$ cat config.mk
export PLATFORM = sky130hd
export DESIGN_NAME = raiz_sched
export DESIGN_NICKNAME = d
export VERILOG_FILES = /design/src/rtl/raiz_pkg.sv /design/src/rtl/rr_arb2.sv /design/src/rtl/raiz_sched.sv
export SDC_FILE = /design/constraint.sdc
export NUM_CORES = 1
export LEC_CHECK = 0
export BUFFER_PORTS_ARGS = -buffer_cell sky130_fd_sc_hd__buf_4
export CELL_PAD_IN_SITES_DETAIL_PLACEMENT = 0
export CELL_PAD_IN_SITES_GLOBAL_PLACEMENT = 1
export CORE_ASPECT_RATIO = 0.8
export CORE_MARGIN = 1
export CORE_UTILIZATION = 30
export CTS_CLUSTER_SIZE = 8
export DETAILED_ROUTE_END_ITERATION = 7
export HOLD_SLACK_MARGIN = 0.08
export PLACE_DENSITY = 0.82
export REMOVE_ABC_BUFFERS = 1
export SYNTH_ARGS = -nofsm -noshare
export SYNTH_HDL_FRONTEND = slang
export SYNTH_HIERARCHICAL = 1
export SYNTH_SLANG_ARGS = --single-unit
$ cat constraint.sdc
create_clock -name CLK -period 1.5 [get_ports CLK]
set_input_delay 0.225 -clock CLK [delete_from_list [all_inputs] [get_ports CLK]]
set_output_delay 0.225 -clock CLK [all_outputs]
set_load 0.005 [all_outputs]
$ cat src/rtl/raiz_pkg.sv
// Shared types and defaults for the raiz_sched square-root request scheduler.
package raiz_pkg;

    localparam int RAIZ_W_DEF       = 16;
    localparam int RAIZ_TIMEOUT_DEF = 64;

    typedef enum logic [1:0] {
        ST_IDLE   = 2'd0,
        ST_LAUNCH = 2'd1,
        ST_WAIT   = 2'd2,
        ST_RESP   = 2'd3
    } state_e;

endpackage

$ cat src/rtl/rr_arb2.sv
// Two-way round-robin grant: a lone requester wins outright, a tie goes to the
// requester that was not served last.
module rr_arb2 (
    input  logic [1:0] req_i,
    input  logic       last_i,
    output logic [1:0] gnt_o
);

    // NOTE: every combinational output gets a default first so no path through
    // the case can leave it unassigned and infer a latch.
    always_comb begin
        gnt_o = 2'b00;
        case (req_i)
            2'b01:   gnt_o = 2'b01;
            2'b10:   gnt_o = 2'b10;
            2'b11:   gnt_o = last_i ? 2'b01 : 2'b10;
            default: gnt_o = 2'b00;
        endcase
    end

endmodule

$ cat src/rtl/raiz_sched.sv
// Shares one square-root core between two requesters (IDLE/LAUNCH/WAIT/RESP).
// Optional WAIT timeout with error response when RAIZ_TIMEOUT_EN is defined.
module raiz_sched
    import raiz_pkg::*;
#(
    parameter int W       = RAIZ_W_DEF,
    parameter int TIMEOUT = RAIZ_TIMEOUT_DEF
) (
    input  logic         CLK,
    input  logic         RST,
    input  logic [1:0]   REQ_V,
    input  logic [W-1:0] REQ_A0,
    input  logic [W-1:0] REQ_A1,
    output logic [1:0]   REQ_RDY,
    output logic [1:0]   RSP_V,
    output logic [W-1:0] RSP_D,
    output logic         RSP_ERR,
    output logic         BUSY,
    output logic         CORE_INIT,
    output logic [W-1:0] CORE_OP_A,
    input  logic         CORE_DONE,
    input  logic [W-1:0] CORE_RES
);

    state_e       state_q, state_d;
    logic         owner_q, owner_d;
    logic         last_q, last_d;
    logic [W-1:0] op_a_q, op_a_d;
    logic [W-1:0] rsp_d_q, rsp_d_d;
    logic         first_wait_q, first_wait_d;
    logic         rsp_err_d;
    logic [1:0]   gnt;

    rr_arb2 u_arb (
        .req_i  (REQ_V),
        .last_i (last_q),
        .gnt_o  (gnt)
    );

`ifdef RAIZ_TIMEOUT_EN
    localparam int CNT_W = $clog2(TIMEOUT + 1);
    logic [CNT_W-1:0] cnt_q, cnt_d;
    logic             rsp_err_q;
`else
    logic unused_timeout;
    assign unused_timeout = (TIMEOUT > 0) ^ rsp_err_d;
`endif

    always_comb begin
        state_d      = state_q;
        owner_d      = owner_q;
        last_d       = last_q;
        op_a_d       = op_a_q;
        rsp_d_d      = rsp_d_q;
        first_wait_d = first_wait_q;
        rsp_err_d    = 1'b0;
`ifdef RAIZ_TIMEOUT_EN
        rsp_err_d    = rsp_err_q;
        cnt_d        = cnt_q;
`endif
        case (state_q)
            ST_IDLE: begin
                if (|gnt) begin
                    op_a_d  = gnt[1] ? REQ_A1 : REQ_A0;
                    owner_d = gnt[1];
                    state_d = ST_LAUNCH;
                end
            end
            ST_LAUNCH: begin
                first_wait_d = 1'b1;
                state_d      = ST_WAIT;
`ifdef RAIZ_TIMEOUT_EN
                cnt_d        = '0;
`endif
            end
            ST_WAIT: begin
                // The first WAIT cycle may still see DONE left over from the previous run.
                first_wait_d = 1'b0;
`ifdef RAIZ_TIMEOUT_EN
                cnt_d = cnt_q + 1'b1;
`endif
                if (!first_wait_q && CORE_DONE) begin
                    rsp_d_d   = CORE_RES;
                    rsp_err_d = 1'b0;
                    state_d   = ST_RESP;
                end
`ifdef RAIZ_TIMEOUT_EN
                else if (cnt_q == CNT_W'(TIMEOUT - 1)) begin
                    rsp_d_d   = '1;
                    rsp_err_d = 1'b1;
                    state_d   = ST_RESP;
                end
`endif
            end
            ST_RESP: begin
                last_d  = owner_q;
                state_d = ST_IDLE;
            end
            default: state_d = ST_IDLE;
        endcase
    end

    // NOTE: state registers use non-blocking assignments so every flop samples
    // the pre-edge values regardless of statement order.
    always_ff @(posedge CLK or posedge RST) begin
        if (RST) begin
            state_q      <= ST_IDLE;
            owner_q      <= 1'b0;
            last_q       <= 1'b1;
            op_a_q       <= '0;
            rsp_d_q      <= '0;
            first_wait_q <= 1'b0;
`ifdef RAIZ_TIMEOUT_EN
            cnt_q        <= '0;
            rsp_err_q    <= 1'b0;
`endif
        end else begin
            state_q      <= state_d;
            owner_q      <= owner_d;
            last_q       <= last_d;
            op_a_q       <= op_a_d;
            rsp_d_q      <= rsp_d_d;
            first_wait_q <= first_wait_d;
`ifdef RAIZ_TIMEOUT_EN
            cnt_q        <= cnt_d;
            rsp_err_q    <= rsp_err_d;
`endif
        end
    end

    assign REQ_RDY   = (state_q == ST_IDLE) ? gnt : 2'b00;
    assign RSP_V     = (state_q == ST_RESP) ? (owner_q ? 2'b10 : 2'b01) : 2'b00;
    assign RSP_D     = rsp_d_q;
    assign BUSY      = (state_q != ST_IDLE);
    assign CORE_INIT = (state_q == ST_LAUNCH);
    assign CORE_OP_A = op_a_q;
`ifdef RAIZ_TIMEOUT_EN
    assign RSP_ERR   = rsp_err_q;
`else
    assign RSP_ERR   = 1'b0;
`endif

endmodule

; ---- Yosys cells after proc, flatten, opt, wreduce, memory -nomap -nowiden
; Cells that the tools add are included.
[classes]
addsub = 0
mul = 0
n_div = 0
order_cmp = 0
eq_ne = 8
shift = 0
mux = 10
bitwise_logic = 0
reduce_logical = 9
[op_table]
columns = op, n
row1 = $mux 16, 1
row2 = $mux 2, 6
row3 = $eq 2x2->1 const B, 4
row4 = $pmux 2 s4, 1
row5 = $pmux 2 s3, 1
row6 = $reduce_and 2->1, 3
row7 = $eq 2x1->1 const B, 2
row8 = $ne 2x2->1 const B, 2
row9 = $reduce_bool 2->1, 2
row10 = $logic_not 2->1, 1
row11 = $pmux 1 s2, 1
row12 = $reduce_or 2->1, 1
row13 = $logic_and 1x1->1, 1
row14 = $logic_not 1->1, 1
[word_totals]
ff_bits = 37
latch_bits = 0
ramBits = 0
rom_bits = 0
wordCells = 33
mem_count = 0

; ---- Longest topological paths before layout
; Gate-level depths: netlist of the first run.
[depth]
word_depth = 5
mapped_depth = 6

; ---- By module
; Netlist of the first run, hierarchy kept.
[by_module_without_submodules]
columns = module, instances, cells_per_inst, area_each_um2, seq_area_each_um2
row1 = raiz_sched, 1, 137, 1730.4, 927.1
row2 = rr_arb2, 1, 3, 18.8, 0.0

; ---- Worst setup path after synthesis of the first run
; OpenSTA, ideal clock, no wires.
[synth_timing]
path_kind = register to register
from = register last_q
to = register state_q[1]
setup_time_ps = 128
arrival_time_ps = 1323
required_time_ps = 1372
path_slack_ps = 50
path_stages_with_launch = 6
cell_sequence = dfstp_2 -> a21boi_0 -> buf_6 -> nor2_1 -> a22oi_2 -> mux2_1
[synth_via]
elab_chain_len = 5
[synth_rtl]
columns = item, line
row1 = "start, declared", raiz_sched.sv:27  ; logic last_q, last_d;
row2 = "start signal, assigned", raiz_sched.sv:120  ; last_q <= last_d;
row3 = $mux 2, rr_arb2.sv:16  ; 2'b11: gnt_o = last_i ? 2'b01 : 2'b10;
row4 = $pmux 2 s3, rr_arb2.sv:13  ; case (req_i)
row5 = net gnt[1], raiz_sched.sv:32  ; logic [1:0] gnt;
row6 = $reduce_or 2->1, raiz_sched.sv:63  ; if (|gnt) begin
row7 = $ne 2x2->1 (no source line), --
row8 = $reduce_and 2->1 (no source line), --
row9 = "end signal, assigned", raiz_sched.sv:118  ; state_q <= state_d;
row10 = "end, declared", raiz_sched.sv:25  ; state_e state_q, state_d;
; The timed path passes the listed nets, and every way through them passes these cells.
; A chain may end at the register's enable or synchronous reset.

; ---- Final worst setup path of the first run
[layout_timing]
from = register last_q
to = output REQ_RDY[0]
[layout_via]
elab_chain_len = 3
[layout_rtl]
columns = item, line
row1 = $mux 2, rr_arb2.sv:16
row2 = $pmux 2 s3, rr_arb2.sv:13
row3 = net gnt[0], raiz_sched.sv:32
row4 = $mux 2, raiz_sched.sv:131  ; assign REQ_RDY = (state_q == ST_IDLE) ? gnt : 2'b00;
row5 = "end, declared", raiz_sched.sv:14  ; output logic [1:0] REQ_RDY,
; The timed path passes the listed nets, and every way through them passes these cells.

==> results of run 1 <==
## layer usage
layer,vias up,GRT usage (%),routed length (um)
met5,-,0,0
met4,0,5.46,53
met3,5,2.96,197
met2,40,22.8,2020
met1,656,15.6,1760
li1,678,-,-
## through the flow
step	TNS, ns	instances	instance area [um^2]	utilization [%]	setup WS (ns)
after floorplan	-42.95	133	1690	-	-2.36
after global placement	0	307	2540	46.0	0.0363
after detailed placement	-0.171	307	2540	46.0	-0.0304
after CTS	-0.0678	320	2700	48.9	-0.0514
after global routing	-0.723	324	2830	51.3	-0.115
final	-0.100	324	2830	51.3	-0.0602
## sequential cells by signal, indices dropped and copies added (netlist names)
signal        flops
CORE_OP_A        16
RSP_D            16
state_q           2
first_wait_q      1
last_q            1
owner_q           1
## final cells by class
cell class,count,share of cell area [%]
clock buffers,7,3.40
inverters,6,0.795
multi-input cells,90,28.7
well taps,78,3.45
flip-flops and latches,37,32.7
repair buffers,105,30.7
clock inverters,1,0.177
## placed cells by master, fill, tap and decap left out, drive strengths merged
cell           n
a22oi          1
ha             6
conb           1
a21boi         2
nand2b         1
mux2          18
nor2           2
and2           3
dfstp          1
a22o           1
dlygate4sd3    1
dfrtp         36
clkinv         1
inv            6
clkbuf         9
nand2         18
a2bb2oi        1
nand3          1
mux2i         17
buf          102
nor2b          1
o21ai         17
## power by group through the flow
| stage | logic, mW | clock network (mW) | registers (mW) |
|---|---|---|---|
| global route | 2.82 | 0.813 | 1.88 |
| detailed placement | 2.22 | 0 | 1.80 |
| global placement | 2.18 | 0 | 1.79 |
| floorplan | 1.04 | 0 | 1.80 |
| finish | 2.58 | 0.739 | 1.81 |
| CTS | 2.27 | 0.773 | 1.80 |
## worst reg2reg max path: cells and delay by family, from the launching register on
family	cells	cell delay, ns
and+or+nand+nor	1	0.03
AOI/OAI and AO/OA	2	0.35
buffers and inverters	2	0.16
DFF	1	0.56
muxes	1	0.32
## logic make-up (layout without fill, tap and decap cells)
family,Yosys count,after routing
AOI/OAI and AO/OA,22,22
adders and majority gates,6,6
buffers and inverters,13,119
DFF,37,37
muxes,35,35
other,1,1
and+or+nand+nor,26,26
## what timing repair did
action,CTS,global route
gates cloned,0,2
pin swaps,2,2
endpoints found under the hold margin,36,0
hold buffers,1,0
buffers inserted,4,2
setup endpoints to repair,18,27
resized for setup,3,17
## final timing paths
check	start	to	slack, ns	cells past startpoint
worst min register to register	CORE_OP_A[1]	CORE_OP_A[1]	0.48	2
worst min-delay path	CORE_RES[10]	RSP_D[10]	0.15	2
max in group asynchronous	RST	last_q	0.53	4
min in group asynchronous	RST	RSP_D[6]	0.63	4
worst max register to register	last_q	state_q[1]	-0.02	6
worst max-delay path	last_q	REQ_RDY[0]	-0.06	5
==> reports/metrics.cfg, run 1 <==
[sta]
finalCritPeriodShare_pct = 104
whs_ns = 0.154
fin_skew_ns = 0.00405
max_freq_ghz = 0.641
period_minus_slack_ns = 1.56
grt_setup_unrepaired = true
setup_viol = 3
setup_slack_ns = -0.0602
hold_viol = 0
slew_violations = 0

[setup_path]
crit_fanout = 3
critPathSlowestCell = dfstp_2
path_buf_inv = 3
critPathKind = reg2out
cp.required_ns = 1.27
cp_top_family = flip-flops
endpoint_kind = primary output
startpoint_type = flop
arrival_ns = 1.34
crit_chain = inv_2 -> a21boi_2 -> buf_4 -> and2_4 -> buf_6
max_stage_delay_ns = 0.56

[yosys]
ys_seq_elements = 37
synth_top_cell_by_area = dfrtp_1
synthTopCellsByArea = dfrtp_1, mux2i_1, mux2_4
synth-edff-count = 0
synth-compound-area-share_pct = 7.44
synth.most_common_cell = dfrtp_1
synth_top_cell_area_share_pct = 51.5
synth_common_cells = dfrtp_1, nand2_1, mux2i_1
yosysSeqAreaShare_pct = 53.0
synth_simple_gate_area_share_pct = 7.08
yosys.cell_types.count = 26
synthArstFlopShare_pct = 100
synthCells = 140
muxShareOfSynthArea_pct = 23.5
synth-main-ff-cell = dfrtp_1
synthAdderAreaFrac_pct = 4.29
ys.warnings.count = 6
synth_top_family_by_area = multiplexers
netlist_area_mm2 = 0.00175
synth_xor_area_share_pct = 0
syn_avg_cell_area_um2 = 12.5

[clocking]
clock_path_buffers = 2
cts_sinks = 37
insertion_delay_ns = 0.28
clkTransAtPathRegs_ns = 0.07
clockRootBuffer = clkbuf_8
cts_tree = yes
numCtsBuffers = 5
htreeDepth = 2

[power]
clkPwrFrac_pct = 14.4
internal_power_mw = 3.54
leakage_nw = 1.45
pwr-share-comb_pct = 50.4
seqPwrFrac_pct = 35.2
design_power_total_mw = 5.13
pwr_density_cell_mw_per_mm2 = 1810
peakVddDrop_mv = 0.658
swShare_pct = 31.0
netSwitchingPower_mw = 1.59

[global_routing]
grt_use_total_pct = 13.2
grt_max_degree = 38
grt_overflow_total = 0
antenna_found_initial = 0
grt_pass1_vias = 1387
grt_pass1_wl_um = 6330

[cells_and_area]
multiInputGateArea_um2 = 813
synthToLayoutAreaGrowth_pct = 61.9
layout-drive-gt1-share_pct = 59.3
diodes = 0
nets = 304
fillers = 533
seq_area_um2 = 927

[drt]
drtPass1Iterations = 4
drt_iter0_markers = 22
post-route-drc-count = 0
ant_nets = 0
post_drt_wl_per_cell_um = 12.4
vias_per_cell = 4.26
num_vias = 1379
wirelength_um = 4030

[place]
dp_hpwl_um = 2810
gp_congestion = 0.697
portBuffers = 90

[die]
fp.dieW_um = 87.4
row_count = 24
die_h_um = 70.3
start_util_pct = 31.7
ioPinCount = 92
dieArea_mm2 = 0.00614
core_mm2 = 0.00553

[worst_hold_path]
hp-class = in2reg

[status]
status = finished with violations
violations = setup timing

[flow_run]
maxCapViolCount = 0

(Power assumes the default switching activity.)
==> inputs of run 2 (changes only) <==
GPL_ROUTABILITY_DRIVEN = 1   (was not set)
RECOVER_POWER = 100   (was not set)
==> run 2 against run 1 <==
The run still ends with setup timing left. First-iteration DRC count shrank 23%. Non-clock buffer count stayed put. Sequential power about the same. Wire length fell by 0.45%. Count of clock-buffer cells in the layout unchanged. Utilization decreased by 0.84 points. Final cell count did not move. Sequential cell count stayed put. Global-route usage unchanged. Fmax barely moved. Via count is essentially flat. Total power is 3.0% lower. Largest cell class unchanged. Highest routed layer unchanged.
==> reports/metrics.cfg, run 2 (same netlist as run 1, synthesis figures left out) <==
[status]
status = finished with violations
violations = setup timing

[sta]
setup_viol = 5  ; +2
setup_slack_ns = -0.0604  ; -0.000204 ns
max_freq_ghz = 0.641  ; about the same
slew_violations = 0  ; unchanged
period_minus_slack_ns = 1.56  ; +0.000204 ns
hold_viol = 0  ; unchanged
tns_ns = -0.109  ; -0.00865 ns
max_slew_margin_pct = 40.1
max_slew.worst_pin.slew_ns = 0.898
fin_skew_ns = 0.00403  ; -0.0000174 ns
finalCritPeriodShare_pct = 104  ; about the same
grt_setup_unrepaired = true

[setup_path]
startpoint_type = flop
cp-endpoint = REQ_RDY[0]
worstSetupStartpoint = last_q
path_buf_inv = 3  ; unchanged
r2r-end = state_q[1]
cp.required_ns = 1.27  ; about the same
arrival_ns = 1.34  ; about the same
r2r-start = last_q
path_depth = 5  ; unchanged
endpoint_kind = primary output
crit_chain = inv_2 -> a21boi_2 -> buf_4 -> and2_4 -> buf_6
critPathKind = reg2out
r2r_cells = 6  ; unchanged
ff2ff_setup_slack_ns = -0.02  ; about the same
crit_fanout = 3  ; unchanged
critPathSlowestCell = dfstp_2
max_stage_delay_ns = 0.56  ; about the same
cp_top_family = flip-flops

[drt]
post_drt_wl_per_cell_um = 12.4  ; -0.45%
ant_nets = 0  ; unchanged
routed.top_layer = met4
wl_met3_um = 174  ; -12%
post-route-drc-count = 0  ; unchanged
wirelength_um = 4010  ; -0.45%
route.met2.wl_um = 2000  ; -0.89%
drtPass1Iterations = 3  ; -1
vias_per_cell = 4.26  ; about the same
met1Wirelength_um = 1780  ; +1.3%
drt_iter0_markers = 17  ; -23%
num_vias = 1380  ; +0.073%

[clocking]
cts_sinks = 37  ; unchanged
clkTransAtPathRegs_ns = 0.07  ; about the same
htreeDepth = 2  ; unchanged
clockRootBuffer = clkbuf_8
insertion_delay_ns = 0.28  ; about the same
clock_path_buffers = 2  ; unchanged
cts_tree = yes
numCtsBuffers = 5  ; unchanged

[die]
ioPinCount = 92  ; unchanged
dieArea_mm2 = 0.00614  ; unchanged
start_util_pct = 31.7  ; unchanged
core_mm2 = 0.00553  ; unchanged
die_h_um = 70.3  ; unchanged
fp.dieW_um = 87.4  ; unchanged
row_count = 24  ; unchanged

[cells_and_area]
final_area_mm2 = 0.00279  ; -1.6%
final_cell_mix = buf_4, dfrtp_1, clkbuf_4
fin_cells = 324  ; unchanged
layout-drive-gt1-share_pct = 56.5  ; -2.8 points
layout.cells.most_common = buf_4
diodes = 0  ; unchanged
nets = 304  ; unchanged
synthToLayoutAreaGrowth_pct = 59.3

[global_routing]
grt_max_degree = 38  ; unchanged
grt_pass1_vias = 1387  ; unchanged
grt_use_total_pct = 13.2  ; unchanged
grt_pass1_wl_um = 6330  ; unchanged
antenna_found_initial = 0  ; unchanged
grt_overflow_total = 0  ; unchanged

[power]
leakage_nw = 1.42  ; -2.6%
clkPwrFrac_pct = 14.8  ; +0.4 points
pwr-share-comb_pct = 49.2  ; -1.2 points
netSwitchingPower_mw = 1.55  ; -2.1%
internal_power_mw = 3.42  ; -3.4%
swShare_pct = 31.2  ; +0.29 points
seqPwrFrac_pct = 35.9  ; +0.7 points
pwr_density_cell_mw_per_mm2 = 1790  ; -1.3%
peakVddDrop_mv = 0.650  ; -1.1%

[place]
place_inst = 307  ; unchanged
gp_congestion = 0.697  ; unchanged
placed_cell_area_mm2 = 0.00254  ; unchanged
dp_hpwl_um = 2810  ; unchanged
portBuffers = 90  ; unchanged

[flow_run]
maxCapViolCount = 0  ; unchanged

[worst_hold_path]
hp-class = in2reg

-- run 2: repair_timing --
action,4_1_cts,5_1_grt
pin swaps,2,2
gates resized for setup,3,17
gates cloned,0,2
endpoints found under the setup margin,18,27
endpoints found under the hold margin,36,0
hold buffers,1,0
buffers inserted,4,2
-- run 2: final cells by class --
type,count,area (um^2)
clock inverter,1,5.00
timing repair buffer,105,848
inverter,6,22.5
sequential,37,927
clock buffer,7,96.3
fill,547,2740
tap,78,97.6
multi-input combinational,90,790
-- run 2: worst min path at each step --
stage               cells past startpoint         start        end
floorplan                               1  CORE_RES[10]  RSP_D[10]
global placement                        3           RST   RSP_D[2]
detailed placement                      3           RST   RSP_D[2]
CTS                                     2  CORE_RES[13]  RSP_D[13]
global route                            2  CORE_RES[11]  RSP_D[11]
finish                                  2  CORE_RES[10]  RSP_D[10]
-- run 2: worst register-to-register path, cell delays in order, from the launching register on --
cell      delay, ns
dfstp_2        0.56
inv_2          0.04
a21boi_2       0.14
buf_4          0.12
nor2_2         0.03
a22oi_2        0.21
mux2_4         0.32
-- run 2: through the flow --
stage / total power, mW / setup WS (ns) / hold WS (ns) / utilization (%)
2_1_floorplan: 2.84 / -2.36 / 0.357 / -
3_3_place_gp: 3.97 / 0.0363 / 0.371 / 46.0
3_5_place_dp: 4.02 / -0.0304 / 0.373 / 46.0
4_1_cts: 4.85 / -0.0514 / 0.142 / 48.9
5_1_grt: 5.36 / -0.115 / 0.144 / 50.4
6_report: 4.98 / -0.0604 / 0.154 / 50.4
-- run 2: metal layers --
metal	up-vias	track usage (%)
li1	678	-
met1	659	15.6
met2	38	22.8
met3	5	2.96
met4	0	5.46
met5	-	0
-- run 2: power groups by stage --
| stage | combinational [mW] | sequential, mW | clock, mW |
|---|---|---|---|
| floorplan | 1.04 | 1.80 | 0 |
| global placement | 2.18 | 1.79 | 0 |
| detailed placement | 2.22 | 1.80 | 0 |
| CTS | 2.27 | 1.80 | 0.773 |
| global route | 2.69 | 1.86 | 0.813 |
| finish | 2.45 | 1.79 | 0.739 |
